`src/rtl/snn_layer_controller_if.sv`:
```
// ---------------------------------------------------------------------------
// snn_layer_controller_if
// Step handshake, weight-write port and output spike bus of the spiking layer.
//   input_spike  : spike vector for one time step (master -> slave)
//   step_valid   : input_spike valid              (master -> slave)
//   step_ready   : layer can accept a step        (slave  -> master)
//   w_we         : weight write strobe            (master -> slave)
//   w_addr_in    : weight row, presynaptic index  (master -> slave)
//   w_addr_out   : weight column, neuron index    (master -> slave)
//   w_data       : signed weight value            (master -> slave)
//   output_spike : spike vector of the last step  (slave  -> master)
//   out_valid    : one-cycle pulse, output updated (slave -> master)
// ---------------------------------------------------------------------------
interface snn_layer_controller_if #(
    parameter int NUM_IN  = 8,
    parameter int NUM_OUT = 8,
    parameter int W_WIDTH = 8
);
    localparam int AI = (NUM_IN  > 1) ? $clog2(NUM_IN)  : 1;
    localparam int AO = (NUM_OUT > 1) ? $clog2(NUM_OUT) : 1;

    logic [NUM_IN-1:0]         input_spike;
    logic                      step_valid;
    logic                      step_ready;
    logic                      w_we;
    logic [AI-1:0]             w_addr_in;
    logic [AO-1:0]             w_addr_out;
    logic signed [W_WIDTH-1:0] w_data;
    logic [NUM_OUT-1:0]        output_spike;
    logic                      out_valid;

    modport master (
        output input_spike, step_valid, w_we, w_addr_in, w_addr_out, w_data,
        input  step_ready, output_spike, out_valid
    );

    modport slave (
        input  input_spike, step_valid, w_we, w_addr_in, w_addr_out, w_data,
        output step_ready, output_spike, out_valid
    );
endinterface

```
`src/rtl/snn_layer_controller.sv`:
```
// ---------------------------------------------------------------------------
// snn_layer_controller
// One layer of leaky integrate-and-fire neurons. A step is accepted in IDLE,
// the captured spike vector is integrated one presynaptic row per cycle
// (NUM_IN cycles, all neurons in parallel), then a single FIRE cycle applies
// leak, threshold, reset and refractory handling and registers the result.
// Ports:
//   clk     : rising-edge clock
//   reset_n : synchronous active-low reset (clears weights and neuron state)
//   bus     : snn_layer_controller_if.slave (step handshake, weights, output)
// ---------------------------------------------------------------------------
module snn_layer_controller #(
    parameter int NUM_IN     = 8,
    parameter int NUM_OUT    = 8,
    parameter int W_WIDTH    = 8,
    parameter int V_WIDTH    = 16,
    parameter int THRESHOLD  = 64,
    parameter int LEAK_SHIFT = 3,
    parameter int REFRAC     = 2,
    parameter int RESET_MODE = 0
) (
    input  logic                   clk,
    input  logic                   reset_n,
    snn_layer_controller_if.slave  bus
);
    localparam int AI = (NUM_IN > 1) ? $clog2(NUM_IN) : 1;
    localparam int RW = (REFRAC > 0) ? $clog2(REFRAC + 1) : 1;
    localparam logic signed [V_WIDTH-1:0] THR_V = V_WIDTH'(THRESHOLD);
    localparam logic signed [V_WIDTH-1:0] V_MAX = {1'b0, {(V_WIDTH-1){1'b1}}};
    localparam logic signed [V_WIDTH-1:0] V_MIN = {1'b1, {(V_WIDTH-1){1'b0}}};

    typedef enum logic [1:0] {
        IDLE  = 2'd0,
        ACCUM = 2'd1,
        FIRE  = 2'd2
    } state_t;

    state_t                    state_r;
    logic [NUM_IN-1:0]         spikes_r;
    logic [AI-1:0]             idx_r;
    logic signed [W_WIDTH-1:0] w_r      [NUM_IN][NUM_OUT];
    logic signed [V_WIDTH-1:0] v_r      [NUM_OUT];
    logic [RW-1:0]             refrac_r [NUM_OUT];
    logic [NUM_OUT-1:0]        spike_out_r;
    logic                      out_valid_r;
    logic                      step_ready_r;

    logic signed [V_WIDTH-1:0] vl_s     [NUM_OUT];
    logic signed [V_WIDTH-1:0] v_fire_s [NUM_OUT];
    logic [NUM_OUT-1:0]        fire_s;
    logic                      w_addr_ok_s;

    // Saturating add of a sign-extended weight; overflow shows as the two top
    // bits of the one-bit-wider sum disagreeing.
    function automatic logic signed [V_WIDTH-1:0] sat_add(
        input logic signed [V_WIDTH-1:0] a,
        input logic signed [W_WIDTH-1:0] b
    );
        logic signed [V_WIDTH:0] s;
        s = {a[V_WIDTH-1], a} + {{(V_WIDTH+1-W_WIDTH){b[W_WIDTH-1]}}, b};
        if (s[V_WIDTH] != s[V_WIDTH-1]) begin
            return s[V_WIDTH] ? V_MIN : V_MAX;
        end else begin
            return s[V_WIDTH-1:0];
        end
    endfunction

    // Leaked potential; |v - (v >>> k)| <= |v| so this cannot overflow.
    function automatic logic signed [V_WIDTH-1:0] leak(
        input logic signed [V_WIDTH-1:0] v
    );
        return v - (v >>> LEAK_SHIFT);
    endfunction

    assign bus.step_ready   = step_ready_r;
    assign bus.output_spike = spike_out_r;
    assign bus.out_valid    = out_valid_r;

    // Per-neuron leak, threshold decision and post-fire potential.
    always_comb begin
        w_addr_ok_s = (32'(bus.w_addr_in) < NUM_IN) && (32'(bus.w_addr_out) < NUM_OUT);
        for (int j = 0; j < NUM_OUT; j++) begin
            vl_s[j]   = leak(v_r[j]);
            fire_s[j] = (vl_s[j] >= THR_V);
            if (RESET_MODE == 1) begin
                v_fire_s[j] = vl_s[j] - THR_V;
            end else begin
                v_fire_s[j] = {V_WIDTH{1'b0}};
            end
        end
    end

    // Layer FSM with weight memory, neuron state and registered outputs.
    always_ff @(posedge clk) begin
        if (!reset_n) begin
            state_r      <= IDLE;
            step_ready_r <= 1'b1;
            out_valid_r  <= 1'b0;
            spike_out_r  <= {NUM_OUT{1'b0}};
            spikes_r     <= {NUM_IN{1'b0}};
            idx_r        <= {AI{1'b0}};
            for (int i = 0; i < NUM_IN; i++) begin
                for (int j = 0; j < NUM_OUT; j++) begin
                    w_r[i][j] <= {W_WIDTH{1'b0}};
                end
            end
            for (int j = 0; j < NUM_OUT; j++) begin
                v_r[j]      <= {V_WIDTH{1'b0}};
                refrac_r[j] <= {RW{1'b0}};
            end
        end else begin
            out_valid_r <= 1'b0;
            case (state_r)
                IDLE: begin
                    // A write in the accepting cycle lands before ACCUM reads.
                    if (bus.w_we && w_addr_ok_s) begin
                        w_r[bus.w_addr_in][bus.w_addr_out] <= bus.w_data;
                    end
                    if (bus.step_valid) begin
                        spikes_r     <= bus.input_spike;
                        idx_r        <= {AI{1'b0}};
                        step_ready_r <= 1'b0;
                        state_r      <= ACCUM;
                    end
                end
                ACCUM: begin
                    if (spikes_r[idx_r]) begin
                        for (int j = 0; j < NUM_OUT; j++) begin
                            v_r[j] <= sat_add(v_r[j], w_r[idx_r][j]);
                        end
                    end
                    if (idx_r == AI'(NUM_IN - 1)) begin
                        state_r <= FIRE;
                    end else begin
                        idx_r <= idx_r + 1'b1;
                    end
                end
                FIRE: begin
                    for (int j = 0; j < NUM_OUT; j++) begin
                        if (refrac_r[j] != {RW{1'b0}}) begin
                            v_r[j]         <= {V_WIDTH{1'b0}};
                            refrac_r[j]    <= refrac_r[j] - 1'b1;
                            spike_out_r[j] <= 1'b0;
                        end else if (fire_s[j]) begin
                            v_r[j]         <= v_fire_s[j];
                            refrac_r[j]    <= RW'(REFRAC);
                            spike_out_r[j] <= 1'b1;
                        end else begin
                            v_r[j]         <= vl_s[j];
                            spike_out_r[j] <= 1'b0;
                        end
                    end
                    out_valid_r  <= 1'b1;
                    step_ready_r <= 1'b1;
                    state_r      <= IDLE;
                end
                default: begin
                    state_r      <= IDLE;
                    step_ready_r <= 1'b1;
                end
            endcase
        end
    end
endmodule

```
`src/flat_wrapper.sv`:
```
// flat-port wrapper written by rule: the top's interface ports become plain ports
module snn_layer_controller_flat 
#(
    parameter int NUM_IN     = 8,
    parameter int NUM_OUT    = 8,
    parameter int W_WIDTH    = 8,
    parameter int V_WIDTH    = 16,
    parameter int THRESHOLD  = 64,
    parameter int LEAK_SHIFT = 3,
    parameter int REFRAC     = 2,
    parameter int RESET_MODE = 0
)
  (clk, reset_n, bus_input_spike, bus_step_valid, bus_w_we, bus_w_addr_in, bus_w_addr_out, bus_w_data, bus_step_ready, bus_output_spike, bus_out_valid);
  snn_layer_controller_if #(.NUM_IN(NUM_IN), .NUM_OUT(NUM_OUT), .W_WIDTH(W_WIDTH)) bus_i ();
  input  logic clk;
  input  logic reset_n;
  input wire logic [$bits(bus_i.input_spike)-1:0] bus_input_spike;
  input wire logic [$bits(bus_i.step_valid)-1:0] bus_step_valid;
  input wire logic [$bits(bus_i.w_we)-1:0] bus_w_we;
  input wire logic [$bits(bus_i.w_addr_in)-1:0] bus_w_addr_in;
  input wire logic [$bits(bus_i.w_addr_out)-1:0] bus_w_addr_out;
  input wire logic [$bits(bus_i.w_data)-1:0] bus_w_data;
  output wire logic [$bits(bus_i.step_ready)-1:0] bus_step_ready;
  output wire logic [$bits(bus_i.output_spike)-1:0] bus_output_spike;
  output wire logic [$bits(bus_i.out_valid)-1:0] bus_out_valid;
  assign bus_i.input_spike = bus_input_spike;
  assign bus_i.step_valid = bus_step_valid;
  assign bus_i.w_we = bus_w_we;
  assign bus_i.w_addr_in = bus_w_addr_in;
  assign bus_i.w_addr_out = bus_w_addr_out;
  assign bus_i.w_data = bus_w_data;
  assign bus_step_ready = bus_i.step_ready;
  assign bus_output_spike = bus_i.output_spike;
  assign bus_out_valid = bus_i.out_valid;
  snn_layer_controller #(.NUM_IN(NUM_IN), .NUM_OUT(NUM_OUT), .W_WIDTH(W_WIDTH), .V_WIDTH(V_WIDTH), .THRESHOLD(THRESHOLD), .LEAK_SHIFT(LEAK_SHIFT), .REFRAC(REFRAC), .RESET_MODE(RESET_MODE)) u_core (.clk(clk), .reset_n(reset_n), .bus(bus_i));
endmodule
```
`config.mk`:
```
export PLATFORM = sky130hd
export DESIGN_NAME = snn_layer_controller_flat
export DESIGN_NICKNAME = d
export VERILOG_FILES = /design/src/rtl/snn_layer_controller_if.sv /design/src/rtl/snn_layer_controller.sv /design/src/flat_wrapper.sv
export SDC_FILE = /design/constraint.sdc
export NUM_CORES = 2
export LEC_CHECK = 0
export BUFFER_PORTS_ARGS = -buffer_cell sky130_fd_sc_hd__buf_2
export CAP_MARGIN = 30
export CORE_MARGIN = 4
export CORE_UTILIZATION = 59
export DETAILED_ROUTE_END_ITERATION = 8
export GPL_TIMING_DRIVEN = 0
export PLACE_DENSITY_LB_ADDON = 0.2
export SETUP_SLACK_MARGIN = 0.1
export SLEW_MARGIN = 15
export SYNTH_ARGS = -nofsm -noshare
export SYNTH_HDL_FRONTEND = slang
export SYNTH_SLANG_ARGS = --single-unit
```
`constraint.sdc`:
```
create_clock -name clk -period 5.04 [get_ports clk]
set_clock_uncertainty 0.1 [all_clocks]
set_input_delay 0.252 -clock clk [delete_from_list [all_inputs] [get_ports clk]]
set_output_delay 0.252 -clock clk [all_outputs]
set_load 0.02 [all_outputs]
```
# --- Word-level counts from Yosys, hierarchy flattened ---
# Memories as Yosys holds them, arrays and structs flattened. A register that Yosys moved wholly into a read port is not among the register bits.
# Cells that the tools add are included.
totals:
  output_inout_bits: 10
  in_bits: 26
  register_bits: 23
  latch_bits: 0
  wordCells: 352
  n_memories: 3
  mem_bits_rw: 656
  mem_bits_ro: 0
classes:
  shift: 0
  div_mod_pow: 0
  addsub: 25
  eq_ne: 14
  mul: 0
  n_bitwise: 50
  n_mux: 227
  magnitude_cmp: 11
  reduce_logical: 16
memory_table:
  columns: ["memory", "words", "width", "rd", "rd_ports_with_merged_regs", "write_ports", "line_no", "source"]
  rows:
  - ["u_core.w_r", 8, 64, 1, 1, 8, "snn_layer_controller.sv:41", "logic signed [W_WIDTH-1:0] w_r [NUM_IN][NUM_OUT];"]
  - ["u_core.v_r", 8, 16, 8, 0, 8, "snn_layer_controller.sv:42", "logic signed [V_WIDTH-1:0] v_r [NUM_OUT];"]
  - ["u_core.refrac_r", 8, 2, 8, 0, 8, "snn_layer_controller.sv:43", "logic [RW-1:0] refrac_r [NUM_OUT];"]
ops:
  columns: ["op", "n"]
  rows:
  - ["two-way mux 16 bit", 72]
  - ["two-way mux 64 bit", 3]
  - ["adder 16 x 8 -> 17 bit", 8]
  - [">= comparator 16 x 8 -> 1 bit, second input constant", 8]
  - ["subtractor 16 x 13 -> 16 bit", 8]
  - ["two-way mux 1 bit", 123]
  - ["OR reduction 64 bit", 1]
  - ["OR 1 bit", 48]
  - ["two-way mux 2 bit", 18]
  - ["demux 8 bit (select 3 bit)", 1]
  - ["nonzero test 2 bit", 9]
  - ["subtractor 2 x 1 -> 2 bit, second input constant", 8]
  - ["two-way mux 3 bit", 5]
  - ["two-way mux 8 bit", 1]
  - ["!= test 1 bit", 8]
  - ["case mux 3 bit (2 select lines)", 1]
  - ["AND reduction 2 bit", 3]
  - [">= comparator 4 bit, second input constant", 1]
  - ["less-than comparator 3 x 4 -> 1 bit, second input constant", 1]
  - ["less-than comparator 4 x 1 -> 1 bit, second input constant", 1]
  - ["!= test 2 bit, second input constant", 2]
  - ["inverter 3 -> 4 bit", 1]
  - ["case mux 2 bit (2 select lines)", 1]
  - ["adder 3 x 1 -> 3 bit, second input constant", 1]
  - ["other kinds (10)", 10]

# --- Logic depth before layout (Yosys ltp) ---
# An unclocked memory read counts as a cell.
logic_depth:
  ltp_word: 11
  depth_mapped: 17
  ltp_nobuf: 14

# --- Worst setup path after synthesis ---
# Ideal clock, no wire load.
synth_path:
  path_type: "register to register"
  start: "reg with a tool-made name"
  end: "mem u_core.v_r[4][11] (netlist: u_core.v_r[0][75]) (data pin)"
  synth_period_minus_slack_ps: 5297
  setup_time_ps: 176
  path_buffers: 3
  required_ps: 4764
  t_arrival_ps: 5021
  setup_slack_ps: -257
  stages_incl_launch_ff: 17
  path_cell_list: "dfxtp_1 -> clkbuf_1 -> buf_1 -> mux4_2 -> mux2_2 -> ha_1 -> fa_1 -> a211o_1 -> o211ai_1 -> a2bb2oi_1 -> a41o_1 -> o41ai_1 -> xor2_1 -> o22ai_1 -> clkbuf_1 -> nor2_1 -> o32ai_1"
synth_rtl:
  columns: ["element", "line_no"]
  rows:
  - ["end, declared", "snn_layer_controller.sv:42"]

==> impl_metrics.tcl <==
set metrics [dict create \
    worstSetupPathType "reg2reg" \
    detail-route-antenna-nets 0 \
    grt_use_total_pct 31.1 \
    dr.pass1.iters 6 \
    dieHeight_um 278 \
    max_slew_margin_pct 25.4 \
    leakagePower_nw 18.9 \
    rsz0062_at_grt "true" \
    clockBufferDepth 3 \
    hold_viol 0 \
    avgSynthCellArea_um2 11.2 \
    vdd_ir_drop_max_v 0.000263 \
    dp.cells 4859 \
    synthCells 3832 \
    synth-async-reset-ratio_pct 0 \
    ios 36 \
    grt_max_degree 33 \
    worst_ep_required_time_ps 5320 \
    die_area_um2 77300 \
    place_area_um2 44700 \
    fmax_mhz 206 \
    grt_first_pass_wirelength_um 185000 \
    grt_use_met3_pct 8.04 \
    cts_tree "done" \
    drtIter0Drc 3937 \
    max-cap-violations 0 \
    drive_gt1_share_pct 13.6 \
    critPathMaxFanout 10 \
    numCtsBuffers 76 \
    port-buffer-count 27 \
    finalWeightedCongestion 0.914 \
    hp-class "in2reg" \
    fin_cells 5050 \
    end_kind "register" \
    viasPerCell 6.41 \
    ys.flop_type "edfxtp_1" \
    via_count 32300 \
    finalWirelength_um 123000 \
    synth_edf_count 656 \
    crit_arrival_ps 5140 \
    die_x_um 278 \
    route.detailed.drc 0 \
    row_count 98 \
    gr-usage-met2_pct 48.3 \
    grtUsageMet1_pct 42.8 \
    grt_overflow 0 \
    fill_cells 5422 \
    period_share_pct 96.3 \
    htree_levels 3 \
    syn-cell-area_um2 43000 \
    maxSlewViolCount 0 \
    status "finished, final reports clean" \
    area_growth_pct 12.0 \
    wl_per_cell_um 24.5 \
    power_density_nw_per_um2 339 \
    post-route-min-period_ps 4850 \
    dp_hpwl_um 87900 \
    grt_pass1_vias 31100 \
    grt_busiest_layer "met2" \
    cp-start-kind "register" \
    final_area_um2 48200 \
    antenna_found_initial 10 \
    ys_types 94 \
    syn_nets 4132 \
    worst_pin_slew_ps 1120 \
    start_util_pct 59.9 \
    num-nets-final 4337 \
    ys_seq_area_share_pct 47.0 \
    p_total_mw 16.3 \
    core-area_um2 71900 \
    yosys_register_bits 682 \
    clk_pin_slew_ps 60 \
    setup_viol 0 \
    cts_root_buffer "clkbuf_16" \
    clock_latency_ps 650 \
    clock_sinks 682 \
    tns_ps 0 \
    yosys_warnings 0 \
]
worst paths after layout:
check	start	end	slack (ps)	cells after the start
worst max-delay path	register	u_core.v_r[0][118]	190	16
worst min-delay path	bus_w_data[0]	u_core.w_r[4][48]	170	2
worst max register to register	register	u_core.v_r[0][118]	190	16
worst min register to register	u_core.bus.output_spike[3]	u_core.bus.output_spike[3]	350	2
flip-flops by register name, indices dropped and copies added (netlist names), named ones only:
signal                   flops
u_core.w_r                 512
u_core.bus.output_spike      8
u_core.state_r               2
u_core.idx_r                 3
u_core.bus.out_valid         1
u_core.refrac_r             16
u_core.bus.step_ready        1
u_core.v_r                 128
u_core.spikes_r              8
synth_stat cells, types with 53 or more instances:
library cell	instances	area [µm²]
nand2_1	167	627
clkbuf_1	128	480
a21o_1	58	435
nor2_1	308	1160
and2_1	529	3310
mux2_2	64	721
o21a_1	69	518
o21ai_0	208	1040
a21oi_1	162	811
nor3_1	53	265
inv_1	186	698
edfxtp_1	656	19700
mux4_2	130	2930
xnor2_1	92	806
ha_1	258	3230
layout by cell type (no fill, tap or decap), types with 17 or more instances in the layout:
master,count
nor2_1,308
a211oi_1,33
dfxtp_1,25
nand2_1,166
or3_1,26
mux2_2,63
clkinv_1,17
nor2b_1,44
nand2b_1,43
a21oi_1,156
and2_1,529
or2_2,18
nor3_1,52
edfxtp_1,656
a21boi_0,18
o211ai_1,28
inv_1,185
o21a_1,69
buf_4,37
o22ai_1,47
clkbuf_1,114
clkbuf_16,78
a31oi_1,26
xnor2_1,91
buf_2,69
nand3_1,36
a221o_1,24
o21ai_1,38
a21o_1,58
o2bb2ai_1,18
mux4_2,130
ha_1,256
and3_1,20
o21ai_0,173
xor2_1,50
routing by layer:
| metal | vias up | share of wire (%) |
|---|---|---|
| met5 | - | 0.067 |
| met4 | 12 | 4.1 |
| met3 | 308 | 11 |
| met2 | 1582 | 45 |
| met1 | 15700 | 40 |
| li1 | 14700 | - |
cells by family (layout without fill, tap and decap cells):
kind of cell    count (synthesis)  count (layout)  synth area share [%]
simple gates                 1303            1303                  16.2
compound gates                888             888                  14.0
flops                         682             682                  47.0
buf+inv                       341             605                  3.00
fa+ha+maj                     274             274                  8.25
mux                           202             202                  8.67
xor+xnor                      142             142                  2.89
other cells                     0               4                     0
through the flow:
stage / hold WS [ps] / setup WS [ps] / util [%]
finish: 167 / 186 / 67.0
global route: 138 / 48.5 / 67.0
CTS: 113 / 73.9 / 66.2
floorplan: 297 / 179 / -
global placement: 335 / -1440 / 61.7
detailed placement: 343 / -1380 / 62.2
critical path: stages, from the launching register on:
cell	delay, ps
dfxtp_4	420
buf_6	190
buf_4	150
buf_6	200
mux4_2	540
mux2_2	300
ha_1	320
nor2b_1	180
o31a_1	330
o311ai_4	300
a21boi_2	110
o41a_1	470
o21ai_2	160
a31o_4	200
nor3_1	100
buf_4	240
a221o_1	270
power by group:
part,internal [mW],switching [mW]
sequential,6.51,0.182
clock,3.05,2.42
combinational,1.73,2.44
repair_timing:
| item | 4_1_cts | 5_1_grt |
|---|---|---|
| resized for setup | 111 | 116 |
| cloned | 0 | 3 |
| setup endpoints to repair | 128 | 114 |
| buffers inserted | 5 | 21 |
| endpoints found under the hold margin | 8 | 0 |
| pin swaps | 5 | 17 |
| hold buffers | 16 | 0 |
area by class of cell:
class                      count  area, µm²  share of cell area, %
multi-input combinational   2809      21800                   45.4
antenna                        4       10.0                 0.0208
inverter                     186        698                   1.45
tap                          950       1190                   2.47
clock inverter                41        399                  0.829
timing repair buffer         128        955                   1.98
sequential                   682      20200                   42.0
clock buffer                  96       2000                   4.15
buffer                       154        846                   1.76
No activity file was read; power rests on OpenSTA's default activity.
